--- src/rtl/usbls_xact_ctrl.sv ---
// usbls_xact_ctrl: host-side low-speed USB IN/OUT transaction sequencer.
// Sends token/DATA/ACK through the TX path, gates the receiver, tracks DATA0/1 and retries on NAK or timeout.
module usbls_xact_ctrl #(
    parameter int HS_TIMEOUT   = 24,
    parameter int DATA_TIMEOUT = 128,
    parameter int MAX_RETRY    = 3,
    parameter int GAP_CYCLES   = 4
) (
    input  logic       clk,
    input  logic       rst,
    input  logic       cmd_valid,
    output logic       cmd_ready,
    input  logic       cmd_dir,
    input  logic       toggle_clr,
    output logic       tx_start,
    output logic [1:0] tx_kind,
    input  logic       tx_done,
    output logic       rx_en,
    input  logic [3:0] rx_pid_flag,
    input  logic       rx_complete,
    input  logic [3:0] rx_byte_size,
    output logic       status_valid,
    output logic [1:0] status_code,
    output logic [3:0] status_bytes,
    output logic       toggle
);
    localparam int TW = $clog2(DATA_TIMEOUT);
    localparam int RW = $clog2(MAX_RETRY + 1) + 1;
    localparam int GW = $clog2(GAP_CYCLES) + 1;
    localparam logic [TW-1:0] HS_LAST   = TW'(HS_TIMEOUT - 1);
    localparam logic [TW-1:0] DATA_LAST = TW'(DATA_TIMEOUT - 1);
    localparam logic [RW-1:0] RETRY_MAX = RW'(MAX_RETRY);
    localparam logic [GW-1:0] GAP_LAST  = GW'(GAP_CYCLES - 1);

    localparam logic [3:0] S_IDLE  = 4'd0;
    localparam logic [3:0] S_TOK   = 4'd1;
    localparam logic [3:0] S_TXD   = 4'd2;
    localparam logic [3:0] S_RXW   = 4'd3;
    localparam logic [3:0] S_RXD   = 4'd4;
    localparam logic [3:0] S_ACKS  = 4'd5;
    localparam logic [3:0] S_RETRY = 4'd6;
    localparam logic [3:0] S_GAP   = 4'd7;
    localparam logic [3:0] S_DONE  = 4'd8;

    logic [3:0]    state, nxt;
    logic          dir, tog, sent, rx_tog, dup, last_nak;
    logic [TW-1:0] timer;
    logic [RW-1:0] retry;
    logic [GW-1:0] gap;
    logic [3:0]    bytes_q;

    // sent marks that the current packet's start pulse has already gone out
    always_comb begin
        cmd_ready    = state == S_IDLE;
        tx_start     = (state == S_TOK || state == S_TXD || state == S_ACKS) && !sent;
        tx_kind      = state == S_TXD ? (tog ? 2'd2 : 2'd1) : state == S_ACKS ? 2'd3 : 2'd0;
        rx_en        = state == S_RXW || state == S_RXD;
        status_valid = state == S_DONE;
        toggle       = tog;
    end

    always_ff @(posedge clk) begin
        if (rst) begin
            state        <= S_IDLE;
            nxt          <= S_IDLE;
            dir          <= 1'b0;
            tog          <= 1'b0;
            sent         <= 1'b0;
            rx_tog       <= 1'b0;
            dup          <= 1'b0;
            last_nak     <= 1'b0;
            timer        <= '0;
            retry        <= '0;
            gap          <= '0;
            bytes_q      <= '0;
            status_code  <= 2'd0;
            status_bytes <= 4'd0;
        end else begin
            sent  <= tx_start | (sent & ~tx_done);
            gap   <= state == S_GAP ? gap + 1'b1 : '0;
            timer <= timer + TW'(~&timer);
            case (state)
                S_IDLE: begin
                    if (toggle_clr) tog <= 1'b0;
                    if (cmd_valid) begin
                        dir   <= cmd_dir;
                        state <= S_TOK;
                    end
                end
                S_TOK: if (tx_done) begin
                    state <= S_GAP;
                    nxt   <= dir ? S_RXW : S_TXD;
                end
                S_TXD: if (tx_done) begin
                    state <= S_GAP;
                    nxt   <= S_RXW;
                end
                S_GAP: if (gap == GAP_LAST) begin
                    state <= nxt;
                    timer <= '0;
                end
                // priority: NAK, expected flag, unexpected flag or timer expiry
                S_RXW: begin
                    if (rx_pid_flag[0]) begin
                        last_nak <= 1'b1;
                        state    <= S_RETRY;
                    end else if (dir && |rx_pid_flag[3:2]) begin
                        rx_tog <= rx_pid_flag[2];
                        timer  <= '0;
                        state  <= S_RXD;
                    end else if (!dir && rx_pid_flag[1]) begin
                        status_code  <= 2'd0;
                        status_bytes <= 4'd0;
                        tog          <= ~tog;
                        state        <= S_DONE;
                    end else if (|rx_pid_flag || timer == HS_LAST) begin
                        last_nak <= 1'b0;
                        state    <= S_RETRY;
                    end
                end
                S_RXD: begin
                    if (rx_complete) begin
                        dup     <= rx_tog != tog;
                        bytes_q <= rx_byte_size;
                        state   <= S_GAP;
                        nxt     <= S_ACKS;
                    end else if (timer == DATA_LAST) begin
                        last_nak <= 1'b0;
                        state    <= S_RETRY;
                    end
                end
                S_ACKS: if (tx_done) begin
                    status_code  <= dup ? 2'd3 : 2'd0;
                    status_bytes <= dup ? 4'd0 : bytes_q;
                    if (!dup) tog <= ~tog;
                    state <= S_DONE;
                end
                S_RETRY: begin
                    if (retry < RETRY_MAX) begin
                        retry <= retry + 1'b1;
                        state <= S_GAP;
                        nxt   <= S_TOK;
                    end else begin
                        status_code  <= last_nak ? 2'd1 : 2'd2;
                        status_bytes <= 4'd0;
                        state        <= S_DONE;
                    end
                end
                S_DONE: begin
                    retry <= '0;
                    state <= S_IDLE;
                end
                default: state <= S_IDLE;
            endcase
        end
    end
endmodule
--- config.mk ---
export PLATFORM = sky130hd
export DESIGN_NAME = usbls_xact_ctrl
export DESIGN_NICKNAME = d
export VERILOG_FILES = /design/src/rtl/usbls_xact_ctrl.sv
export SDC_FILE = /design/constraint.sdc
export NUM_CORES = 1
export LEC_CHECK = 0
export CAP_MARGIN = 15
export CORE_ASPECT_RATIO = 1.4
export CORE_MARGIN = 2
export CORE_UTILIZATION = 54
export DETAILED_ROUTE_END_ITERATION = 8
export PLACE_DENSITY = 0.86
export SYNTH_ARGS = -nofsm -noshare
export SYNTH_HDL_FRONTEND = slang
export SYNTH_SLANG_ARGS = --single-unit
--- constraint.sdc ---
create_clock -name clk -period 2.1 [get_ports clk]
set_input_delay 0.42 -clock clk [delete_from_list [all_inputs] [get_ports clk]]
set_output_delay 0.42 -clock clk [all_outputs]
set_load 0.05 [all_outputs]
==> impl_metrics.json <==
{
  "number_of_global_route_vias_before_repair": 1676,
  "fin_crit_ps": 2060,
  "power.share.switching_pct": 39.4,
  "timing.reg2reg.setup_slack_ps": 170,
  "wl_um": 4650,
  "tritoncts.num_buffers": 5,
  "share_comb_of_total_power_pct": 50.6,
  "drv.max_cap_violation_count": 0,
  "grtUsageTotal_pct": 25.9,
  "startpoint_type": "flop",
  "most-common-layout-cells": "sky130_fd_sc_hd__nor2_1, sky130_fd_sc_hd__dfxtp_1, sky130_fd_sc_hd__buf_4",
  "synth_cell_types": 55,
  "power.density_nw_per_um2": 1200,
  "critPathMaxFanout": 6,
  "synth_edf_count": 0,
  "worstSetupEndpointType": "output pin",
  "pin_count": 28,
  "mostFrequentLayoutCell": "sky130_fd_sc_hd__nor2_1",
  "r2r-start": "state[2]",
  "finish.net_count": 292,
  "initial_utilization_pct": 57.1,
  "layout_area_overhead_pct": 31.7,
  "grt_max_degree": 13,
  "min-delay-path-class": "reg -> reg",
  "cp_num_cells": 4,
  "cp_data_arrival_time_ps": 1640,
  "worst_path_max_delay_cell": "sky130_fd_sc_hd__or4b_4",
  "fin_total_pwr_mw": 3.08,
  "final.hold.worst_slack_ps": 425,
  "yosysWarningCount": 0,
  "synthesis.instances": 227,
  "critical_path.n_buffers_inverters": 2,
  "portBuffers": 27,
  "power_share_of_the_clock_group_pct": 20.1,
  "design.die.area_um2": 4110,
  "outcome": "finished, final reports clean",
  "synthesis.nets": 247,
  "crit_family": "simple AND/OR/NAND/NOR gates",
  "post_synth_instance_area_um2": 1950,
  "hpwl_after_dpl_um": 3460,
  "core_area_um2": 3410,
  "timing.critical_path.required_ps": 1680,
  "chipWidth_um": 54.7,
  "gr-total-overflow": 0,
  "maxSlewHeadroom_pct": 62.8,
  "cp_cell_sequence": "buf_4, or4b_4, nand2_1, buf_12",
  "detail_route.iter0.violations": 49,
  "ant_nets": 0,
  "timing_hold_violations_final": 0,
  "tritoncts_clock_tree": "built",
  "final-max-slew-violation-count": 0,
  "antenna_found_initial": 0,
  "rr_worst_depth": 6,
  "dieHeight_um": 75.0,
  "synth_async_sr_flop_share_pct": 0,
  "viasPerCell": 5.68,
  "rsz0062_at_grt": "true",
  "worst_path_largest_cell_delay_ps": 540,
  "post_route_cells_drive_above_1_share_pct": 21.2,
  "placer_s_final_routability_congestion_estimate": 0.903,
  "drt_pass1_iterations": 4,
  "critPathKind": "reg -> out",
  "clk_root_buffer_cell": "sky130_fd_sc_hd__clkbuf_8",
  "switching_power_of_the_nets_mw": 1.21,
  "cell_internal_pwr_mw": 1.87,
  "p_leak_nw": 1.03,
  "layout_worst_path_cycle_share_pct": 97.9,
  "register_bit_count_reported_by_yosys": 36,
  "setup_viol": 0,
  "worst_ir_drop_vdd_mv": 0.968,
  "drt_drc_violations_left": 0,
  "seq_power_share_pct": 29.3,
  "worst_hold_depth": 1,
  "num_vias": 1777,
  "insertedDiodeCount": 0,
  "timing.rr.end": "state[0]",
  "max_clock_freq_mhz": 486,
  "cts.htree.levels": 2,
  "skew_ps": 4.32,
  "clock_sink_count": 36,
  "grt_first_pass_wirelength_um": 7470,
  "route.detailed.wl_per_inst_um": 14.9,
  "measured_slew_at_the_worst_slew_check_pin_ps": 554,
  "synth_sequential_area_ratio_pct": 37.0,
  "cts-root-to-sink-buffers": 2,
  "crit_path_start": "state[1]",
  "synth-main-ff-cell": "sky130_fd_sc_hd__dfxtp_1",
  "clkLatencyLatePin_ps": 300,
  "fp-row-count": 25,
  "clock_pin_slew_of_the_registers_on_the_worst_case_setup_and_hold_paths_ps": 70,
  "endpoint": "rx_en",
  "synth_area_per_cell_um2": 8.58,
  "finish.utilization_pct": 75.2
}
-- worst min path at each step --
stage / startpoint / endpoint / slack [ps]
floorplan: gap[0] / gap[0] / 400
global placement: gap[0] / gap[0] / 410
detailed placement: gap[0] / gap[0] / 420
CTS: gap[0] / gap[0] / 430
global route: gap[0] / gap[0] / 440
finish: gap[0] / gap[0] / 420
-- routing by layer --
layer  GRT usage (%)  wire [µm]  vias up
met5               0          0        -
met4            16.9        153        0
met3            4.96        182       10
met2            43.7       2450       43
met1            28.6       1860      827
li1                -          -      897
-- power groups by stage --
stage / Combinational [mW] / Sequential [mW] / Clock, mW
after CTS: 1.55 / 0.897 / 0.631
after global placement: 1.52 / 0.899 / 0
final: 1.56 / 0.902 / 0.619
after floorplan: 0.962 / 0.918 / 0
after global routing: 1.67 / 0.916 / 0.656
after detailed placement: 1.53 / 0.905 / 0
-- Yosys cell counts, types with 4 or more instances --
cell / instances / area, µm²
sky130_fd_sc_hd__nor2_1: 39 / 146
sky130_fd_sc_hd__dfxtp_1: 36 / 721
sky130_fd_sc_hd__a21oi_1: 16 / 80.1
sky130_fd_sc_hd__nand2_1: 16 / 60.1
sky130_fd_sc_hd__mux2i_1: 9 / 90.1
sky130_fd_sc_hd__nand3_1: 9 / 45.0
sky130_fd_sc_hd__inv_1: 7 / 26.3
sky130_fd_sc_hd__a211oi_1: 5 / 37.5
sky130_fd_sc_hd__clkbuf_1: 5 / 18.8
sky130_fd_sc_hd__ha_1: 5 / 62.6
sky130_fd_sc_hd__o21ai_0: 5 / 25.0
sky130_fd_sc_hd__xor2_1: 5 / 43.8
sky130_fd_sc_hd__buf_2: 4 / 20.0
sky130_fd_sc_hd__xnor2_1: 4 / 35.0
-- state kept, by name (all words and copies together), names as in the netlist --
register / count
bytes_q: 4
dir: 1
dup: 1
gap: 3
last_nak: 1
nxt: 3
retry: 3
rx_tog: 1
sent: 1
state: 4
status_bytes: 4
status_code: 2
timer: 7
toggle: 1
-- per-stage QoR --
stage          cell area, µm²  TNS, ps  setup slack (ps)  std cells
4_1_cts                  2560        0              24.8        313
3_5_place_dp             2440     -613              -102        305
5_1_grt                  2560    -6.85             -6.85        313
6_report                 2560        0              44.0        313
2_1_floorplan            1960        0              12.3        227
3_3_place_gp             2440     -188             -68.8        305
-- worst register-to-register path, stage by stage (launching register included) --
cell                       delay [ps]
sky130_fd_sc_hd__dfxtp_2          390
sky130_fd_sc_hd__buf_4            180
sky130_fd_sc_hd__and3_1           190
sky130_fd_sc_hd__a22o_1           240
sky130_fd_sc_hd__nor4_2           500
sky130_fd_sc_hd__o2111a_1         290
sky130_fd_sc_hd__nor3_2            40
-- area by class of cell --
type	instances	area [µm²]
Clock inverter	3	42.5
Inverter	7	26.3
Clock buffer	5	68.8
Multi-Input combinational cell	171	1140
Sequential cell	36	724
Fill cell	241	845
Timing Repair Buffer	51	510
Tap cell	40	50.0
-- repair_timing --
action	in CTS	in global routing
endpoints found under the setup margin	4	3
buffers inserted	0	0
resized for setup	4	2
hold buffers	0	0
-- kinds of logic (layout without fill, tap and decap cells) --
kind of cell / Yosys count / in the layout / share of synthesized area (%)
adder cells (fa/ha/maj): 5 / 5 / 3.21
XOR/XNOR: 9 / 9 / 4.05
multiplexers: 9 / 9 / 4.63
flip-flops: 36 / 36 / 37.0
AO/OA/AOI/OAI: 43 / 43 / 15.0
buffers and inverters: 20 / 66 / 5.78
AND/OR/NAND/NOR: 105 / 105 / 30.3
Note: power is estimated with default switching activity, not from simulation.
